<file path="src/rtl/pll_retune_sequencer_if.sv">
// ---------------------------------------------------------------------------
// pll_retune_sequencer_if
//
// Bus between the retune sequencer and the PLL reconfiguration controller.
//   counter_type  : counter select (1 = M, 4 = C0)
//   counter_param : parameter select (0 high, 1 low, 4 bypass, 5 odd)
//   data_in       : parameter value, zero-extended to 9 bits
//   write_param   : one-cycle parameter write strobe
//   reconfig      : one-cycle "apply new configuration" strobe
//   cfg_busy      : controller busy, returned by the controller
//
// modport master : sequencer side (drives the command signals)
// modport slave  : reconfiguration controller side (drives cfg_busy)
// ---------------------------------------------------------------------------
interface pll_retune_sequencer_if;
    logic [3:0] counter_type;
    logic [2:0] counter_param;
    logic [8:0] data_in;
    logic       write_param;
    logic       reconfig;
    logic       cfg_busy;

    modport master (
        output counter_type,
        output counter_param,
        output data_in,
        output write_param,
        output reconfig,
        input  cfg_busy
    );

    modport slave (
        input  counter_type,
        input  counter_param,
        input  data_in,
        input  write_param,
        input  reconfig,
        output cfg_busy
    );
endinterface

</file>
<file path="src/rtl/pll_retune_sequencer.sv">
// ---------------------------------------------------------------------------
// pll_retune_sequencer
//
// Takes a frequency word from the tuning interface, validates it, writes the
// M and C0 counter settings into the PLL reconfiguration controller, pulses
// reconfig and then supervises lock. Lock failures are retried by pulsing
// the PLL reset; after MAX_RETRY retries the sticky error flag is raised.
//
// Ports
//   clk           : system clock
//   reset         : synchronous, active-high reset
//   freq_word     : [15:8] M multiply value, [7:0] C0 divide value
//   freq_strobe   : one-cycle retune request
//   pll_locked    : PLL lock indicator
//   pll_areset_in : PLL reset request (ARESET_CYCLES wide)
//   ready         : idle with nothing queued
//   locked_out    : last retune succeeded and the PLL is still locked
//   error         : sticky failure flag, cleared by the next accepted request
//   cfg           : reconfiguration controller bus (master side)
// ---------------------------------------------------------------------------
module pll_retune_sequencer #(
    parameter int LOCK_TIMEOUT  = 65535,
    parameter int CFG_TIMEOUT   = 4095,
    parameter int ARESET_CYCLES = 16,
    parameter int MAX_RETRY     = 3
) (
    input  logic                          clk,
    input  logic                          reset,
    input  logic [15:0]                   freq_word,
    input  logic                          freq_strobe,
    input  logic                          pll_locked,
    output logic                          pll_areset_in,
    output logic                          ready,
    output logic                          locked_out,
    output logic                          error,
    pll_retune_sequencer_if.master        cfg
);

    localparam int TMAX_A  = (LOCK_TIMEOUT > CFG_TIMEOUT) ? LOCK_TIMEOUT : CFG_TIMEOUT;
    localparam int TMAX    = (TMAX_A > ARESET_CYCLES) ? TMAX_A : ARESET_CYCLES;
    localparam int TIMER_W = $clog2(TMAX + 1);
    localparam int RETRY_W = (MAX_RETRY > 0) ? $clog2(MAX_RETRY + 1) : 1;

    typedef enum logic [2:0] {
        ST_IDLE,
        ST_CHECK,
        ST_WRITE,
        ST_WAIT_WR,
        ST_RECONFIG,
        ST_WAIT_CFG,
        ST_WAIT_LOCK,
        ST_RESET_PLL
    } state_t;

    state_t               state_reg, state_next;
    logic [15:0]          work_reg, work_next;
    logic [15:0]          pend_word_reg, pend_word_next;
    logic                 pend_reg, pend_next;
    logic [2:0]           idx_reg, idx_next;
    logic [TIMER_W-1:0]   timer_reg, timer_next;
    logic [RETRY_W-1:0]   retry_reg, retry_next;
    logic                 lock_seen_reg, lock_seen_next;
    logic                 locked_reg, locked_next;
    logic                 error_reg, error_next;
    logic                 ready_int;

    // Parameter value for one field of a counter value d.
    function automatic logic [8:0] decode_field(input logic [7:0] d, input logic [1:0] field);
        logic [8:0] result;
        case (field)
            2'd0:    result = ({1'b0, d} + 9'd1) >> 1;   // high = ceil(d/2)
            2'd1:    result = {1'b0, d} >> 1;            // low  = floor(d/2)
            2'd2:    result = {8'd0, (d == 8'd1)};       // bypass
            default: result = {8'd0, d[0]};              // odd mode
        endcase
        return result;
    endfunction

    function automatic logic [2:0] param_code(input logic [1:0] field);
        logic [2:0] code;
        case (field)
            2'd0:    code = 3'd0;
            2'd1:    code = 3'd1;
            2'd2:    code = 3'd4;
            default: code = 3'd5;
        endcase
        return code;
    endfunction

    // Table of the eight writes: entries 0..3 address M, 4..7 address C0.
    logic [3:0] entry_type  [8];
    logic [2:0] entry_param [8];
    logic [8:0] entry_data  [8];

    generate
        for (genvar gi = 0; gi < 8; gi++) begin : g_entry
            localparam logic [1:0] FIELD = 2'(gi % 4);
            localparam bit         IS_C0 = (gi >= 4);
            assign entry_type[gi]  = IS_C0 ? 4'd4 : 4'd1;
            assign entry_param[gi] = param_code(FIELD);
            assign entry_data[gi]  = decode_field(IS_C0 ? work_reg[7:0] : work_reg[15:8], FIELD);
        end
    endgenerate

    // A strobe is queued whenever the block is not ready, including the last
    // cycle of a sequence that is about to return to idle.
    assign ready_int = (state_reg == ST_IDLE) && !pend_reg;

    // ------------------------------------------------------------------
    // State register
    // ------------------------------------------------------------------
    always_ff @(posedge clk) begin
        if (reset) begin
            state_reg     <= ST_IDLE;
            work_reg      <= '0;
            pend_word_reg <= '0;
            pend_reg      <= 1'b0;
            idx_reg       <= '0;
            timer_reg     <= '0;
            retry_reg     <= '0;
            lock_seen_reg <= 1'b0;
            locked_reg    <= 1'b0;
            error_reg     <= 1'b0;
        end else begin
            state_reg     <= state_next;
            work_reg      <= work_next;
            pend_word_reg <= pend_word_next;
            pend_reg      <= pend_next;
            idx_reg       <= idx_next;
            timer_reg     <= timer_next;
            retry_reg     <= retry_next;
            lock_seen_reg <= lock_seen_next;
            locked_reg    <= locked_next;
            error_reg     <= error_next;
        end
    end

    // ------------------------------------------------------------------
    // Next-state logic
    // ------------------------------------------------------------------
    always_comb begin
        state_next     = state_reg;
        work_next      = work_reg;
        pend_word_next = pend_word_reg;
        pend_next      = pend_reg;
        idx_next       = idx_reg;
        timer_next     = timer_reg;
        retry_next     = retry_reg;
        lock_seen_next = lock_seen_reg;
        locked_next    = locked_reg;
        error_next     = error_reg;

        if (freq_strobe && !ready_int) begin
            pend_word_next = freq_word;
            pend_next      = 1'b1;
        end

        case (state_reg)
            ST_IDLE: begin
                if (!pll_locked) begin
                    locked_next = 1'b0;
                end
                // A strobe arriving while a queued request is being taken is
                // the newer one, so it wins over the queued word.
                if (pend_reg || freq_strobe) begin
                    work_next   = freq_strobe ? freq_word : pend_word_reg;
                    pend_next   = 1'b0;
                    locked_next = 1'b0;
                    error_next  = 1'b0;
                    retry_next  = '0;
                    state_next  = ST_CHECK;
                end
            end

            ST_CHECK: begin
                if (work_reg[15:8] == 8'd0 || work_reg[7:0] == 8'd0) begin
                    error_next = 1'b1;
                    state_next = ST_IDLE;
                end else begin
                    idx_next   = '0;
                    state_next = ST_WRITE;
                end
            end

            ST_WRITE: begin
                timer_next = '0;
                state_next = ST_WAIT_WR;
            end

            ST_WAIT_WR: begin
                // timer_reg == 0 is the cycle right after the pulse, where the
                // controller may not have raised busy yet.
                if (timer_reg != '0 && !cfg.cfg_busy) begin
                    if (idx_reg == 3'd7) begin
                        state_next = ST_RECONFIG;
                    end else begin
                        idx_next   = idx_reg + 3'd1;
                        state_next = ST_WRITE;
                    end
                end else if (timer_reg == TIMER_W'(CFG_TIMEOUT)) begin
                    error_next = 1'b1;
                    state_next = ST_IDLE;
                end else begin
                    timer_next = timer_reg + 1'b1;
                end
            end

            ST_RECONFIG: begin
                timer_next = '0;
                state_next = ST_WAIT_CFG;
            end

            ST_WAIT_CFG: begin
                if (timer_reg != '0 && !cfg.cfg_busy) begin
                    timer_next     = '0;
                    lock_seen_next = 1'b0;
                    state_next     = ST_WAIT_LOCK;
                end else if (timer_reg == TIMER_W'(CFG_TIMEOUT)) begin
                    error_next = 1'b1;
                    state_next = ST_IDLE;
                end else begin
                    timer_next = timer_reg + 1'b1;
                end
            end

            ST_WAIT_LOCK: begin
                if (pll_locked && lock_seen_reg) begin
                    locked_next = 1'b1;
                    state_next  = ST_IDLE;
                end else if (timer_reg == TIMER_W'(LOCK_TIMEOUT - 1)) begin
                    if (retry_reg < RETRY_W'(MAX_RETRY)) begin
                        retry_next = retry_reg + 1'b1;
                        timer_next = '0;
                        state_next = ST_RESET_PLL;
                    end else begin
                        error_next = 1'b1;
                        state_next = ST_IDLE;
                    end
                end else begin
                    timer_next     = timer_reg + 1'b1;
                    lock_seen_next = pll_locked;
                end
            end

            ST_RESET_PLL: begin
                // Counter settings live in the PLL and survive areset, so the
                // sequence resumes at lock supervision rather than rewriting.
                if (timer_reg == TIMER_W'(ARESET_CYCLES - 1)) begin
                    timer_next     = '0;
                    lock_seen_next = 1'b0;
                    state_next     = ST_WAIT_LOCK;
                end else begin
                    timer_next = timer_reg + 1'b1;
                end
            end

            default: begin
                state_next = ST_IDLE;
            end
        endcase
    end

    // ------------------------------------------------------------------
    // Outputs
    // ------------------------------------------------------------------
    always_comb begin
        ready             = ready_int;
        locked_out        = locked_reg;
        error             = error_reg;
        pll_areset_in     = (state_reg == ST_RESET_PLL);
        cfg.write_param   = (state_reg == ST_WRITE);
        cfg.reconfig      = (state_reg == ST_RECONFIG);
        cfg.counter_type  = 4'd0;
        cfg.counter_param = 3'd0;
        cfg.data_in       = 9'd0;
        // Hold the write fields from the pulse until busy is seen low.
        if (state_reg == ST_WRITE || state_reg == ST_WAIT_WR) begin
            cfg.counter_type  = entry_type[idx_reg];
            cfg.counter_param = entry_param[idx_reg];
            cfg.data_in       = entry_data[idx_reg];
        end
    end

endmodule
</file>
<file path="src/flat_wrapper.sv">
// flat-port wrapper written by rule: the top's interface ports become plain ports
module pll_retune_sequencer_flat 
#(
    parameter int LOCK_TIMEOUT  = 65535,
    parameter int CFG_TIMEOUT   = 4095,
    parameter int ARESET_CYCLES = 16,
    parameter int MAX_RETRY     = 3
)
  (clk, reset, freq_word, freq_strobe, pll_locked, pll_areset_in, ready, locked_out, error, cfg_counter_type, cfg_counter_param, cfg_data_in, cfg_write_param, cfg_reconfig, cfg_cfg_busy);
  pll_retune_sequencer_if cfg_i ();
  input  logic clk;
  input  logic reset;
  input  logic [15:0] freq_word;
  input  logic freq_strobe;
  input  logic pll_locked;
  output logic pll_areset_in;
  output logic ready;
  output logic locked_out;
  output logic error;
  output wire logic [$bits(cfg_i.counter_type)-1:0] cfg_counter_type;
  output wire logic [$bits(cfg_i.counter_param)-1:0] cfg_counter_param;
  output wire logic [$bits(cfg_i.data_in)-1:0] cfg_data_in;
  output wire logic [$bits(cfg_i.write_param)-1:0] cfg_write_param;
  output wire logic [$bits(cfg_i.reconfig)-1:0] cfg_reconfig;
  input wire logic [$bits(cfg_i.cfg_busy)-1:0] cfg_cfg_busy;
  assign cfg_counter_type = cfg_i.counter_type;
  assign cfg_counter_param = cfg_i.counter_param;
  assign cfg_data_in = cfg_i.data_in;
  assign cfg_write_param = cfg_i.write_param;
  assign cfg_reconfig = cfg_i.reconfig;
  assign cfg_i.cfg_busy = cfg_cfg_busy;
  pll_retune_sequencer #(.LOCK_TIMEOUT(LOCK_TIMEOUT), .CFG_TIMEOUT(CFG_TIMEOUT), .ARESET_CYCLES(ARESET_CYCLES), .MAX_RETRY(MAX_RETRY)) u_core (.clk(clk), .reset(reset), .freq_word(freq_word), .freq_strobe(freq_strobe), .pll_locked(pll_locked), .pll_areset_in(pll_areset_in), .ready(ready), .locked_out(locked_out), .error(error), .cfg(cfg_i));
endmodule
</file>
<file path="config.mk">
export PLATFORM = sky130hd
export DESIGN_NAME = pll_retune_sequencer_flat
export DESIGN_NICKNAME = d
export VERILOG_FILES = /design/src/rtl/pll_retune_sequencer_if.sv /design/src/rtl/pll_retune_sequencer.sv /design/src/flat_wrapper.sv
export SDC_FILE = /design/constraint.sdc
export NUM_CORES = 1
export LEC_CHECK = 0
export ABC_AREA = 1
export BUFFER_PORTS_ARGS = -buffer_cell sky130_fd_sc_hd__buf_2
export CAP_MARGIN = 0
export CORE_MARGIN = 2
export CORE_UTILIZATION = 45
export DETAILED_ROUTE_END_ITERATION = 16
export RECOVER_POWER = 50
export SKIP_CTS_REPAIR_TIMING = 1
export SYNTH_ARGS = -nofsm -noshare
export SYNTH_HDL_FRONTEND = slang
export SYNTH_SLANG_ARGS = --single-unit
export TNS_END_PERCENT = 100
</file>
<file path="constraint.sdc">
create_clock -name clk -period 2.6 [get_ports clk]
set_input_delay 0.39 -clock clk [delete_from_list [all_inputs] [get_ports clk]]
set_output_delay 0.39 -clock clk [all_outputs]
set_load 0.01 [all_outputs]
</file>
==> qor.yml <==
outcome: "complete, no violations"
cpPeakStageDelay_ps: 480
crit_buf_inv: 4
place.gp.congestion: 0.882
worst_pin_slew_ps: 674
die_h_microns: 99.3
die_area_sq_um: 9850
rsz0062_at_grt: "no"
route.detailed.drc: 0
synth_cell_types: 39
hpwl_mm: 7.92
critPathLaunchType: "register"
finalSetupViolations: 0
syn_area_sq_um: 4080
core_sq_um: 8760
hold_violations: 0
final_common_cell: "nand2_1"
vdd_drop_max_mv: 0.470
cts_buffers: 9
nets: 701
required_ps: 2210
critical_path.top_delay_family: "simple AND/OR/NAND/NOR gates"
wl_mm: 10.7
numClockSinks: 60
min_period_ps: 2390
synth-main-ff-cell: "dfxtp_1"
reg2reg_slack_ps: 500
grt_pass1_vias: 3926
final_cell_mix: "nand2_1, nor2_1, inv_1, dfxtp_1, nand3_1"
crit_path_cell_trace: "nand2_1, nor2_1, inv_1, nand2_1, inv_2, nor2_1, inv_1, a211oi_1, buf_2"
root_buffer: "clkbuf_8"
io_buffers: 38
powerDensity_nw_per_um2: 844
die_x_microns: 99.3
worst_setup_path_end_kind: "output pin"
firstDrtPassIters: 4
arrival_ps: 2000
htree_num_levels: 3
via_count: 4150
cap_violations: 0
syn_area_per_cell_sq_um: 6.41
fmax_mhz: 419
setup_slack_ps: 213
viasPerCell: 5.31
fin_setup_tns_ps: 0
cpMaxStageDelayCell: "dfxtp_1"
grt-ovfl-total: 0
rows: 34
synthCells: 637
yosysWarnings: 0
grt_usage_pct: 22.8
drive_above_1_share_pct: 14.7
max_slew_margin_pct: 55.1
hp-class: "input pin to register"
cts_tree: "yes"
nFillCells: 924
pre_cts_ws_ps: 567
initial_utilization_pct: 46.6
ys_seq_elements: 60
min_period_over_period_pct: 91.8
p_leak_uw: 0.00198
synth_edf_count: 0
skew_ps: 11.2
placed_area_sq_um: 4320
ys_async_sr_fraction_pct: 0
wl_per_cell_microns: 13.7
fin_area_sq_um: 4510
total_power_uw: 3810
crit_type: "register to output pin"
antenna_found_initial: 0
grt_max_degree: 34
io_pins: 43
clk_pin_slew_worst_paths_ps: 70
n_antenna_cell: 0
cts_buffer_depth: 2
synth-seq-area-share_pct: 29.4
drtAntennaViolNets: 0
drt_iter0_drc: 154
area_growth_pct: 10.5
insertion_delay_ps: 340
final-max-slew-violation-count: 0
crit_fanout: 7
grt_pass1_wl_mm: 18.1
-- worst paths after layout --
| check | start | cells after the start | endpoint |
|---|---|---|---|
| max | u_core.state_reg[1] | 9 | cfg_data_in[5] |
| min | freq_strobe | 3 | u_core.pend_reg |
| max reg2reg | u_core.timer_reg[14] | 10 | u_core.timer_reg[6] |
| min reg2reg | u_core.pend_word_reg[6] | 2 | u_core.pend_word_reg[6] |
-- report_power, final --
| group | internal (uW) | switching (uW) |
|---|---|---|
| clock network | 477 | 414 |
| logic | 495 | 1130 |
| registers | 1140 | 153 |
-- stage by stage --
step                      util, %  std cells  hold slack, ps
final                        51.5        781             333
after global routing         51.5        781             342
after CTS                    51.7        781             325
after detailed placement     49.3        765             442
after global placement       49.3        765             439
after floorplan                 -        640             430
-- worst min-delay path, stage by stage --
cell and delay, ps:
buf_2 100, nor2_1 60, nor2_1 90
-- cells in the mapped netlist, drive strengths merged (7+ instances only) --
| master | n | area share, % |
|---|---|---|
| nand2 | 148 | 15 |
| nor2 | 87 | 8.9 |
| inv | 83 | 7.6 |
| dfxtp | 60 | 29 |
| nand3 | 55 | 7.5 |
| a21oi | 50 | 6.2 |
| o21ai | 39 | 5.1 |
| a211oi | 33 | 6.1 |
| nand4 | 18 | 2.8 |
| clkbuf | 14 | 1.3 |
| buf | 13 | 2.3 |
| ha | 12 | 3.7 |
| nor3 | 7 | 1.3 |
-- routing by layer --
metal  up-vias  share of wire (%)  GRT usage, %
met2       110                 49          40.3
met1      1881                 45          27.7
met3        14                4.1          4.57
met4         0                1.6          7.38
li1       2145                  -             -
met5         -                  0             0
-- cell type report --
cell class / instances / area (sq um) / share of cell area [%]
Inverter: 85 / 320 / 7.10
Clock buffer: 10 / 138 / 3.05
Tap cell: 108 / 135 / 2.99
Clock inverter: 6 / 72.6 / 1.61
Multi-Input combinational cell: 468 / 2420 / 53.6
Sequential cell: 60 / 1200 / 26.6
Timing Repair Buffer: 44 / 226 / 5.02
-- cell families after synthesis --
logic type / Yosys count / share of synthesized area (%)
xor+xnor: 6 / 1.29
simple gates: 319 / 35.8
fa+ha+maj: 12 / 3.68
compound gates: 127 / 18.3
flops: 60 / 29.4
other cells: 1 / 0.0918
buf+inv: 112 / 11.5
Power figures use the tool's default switching activity.
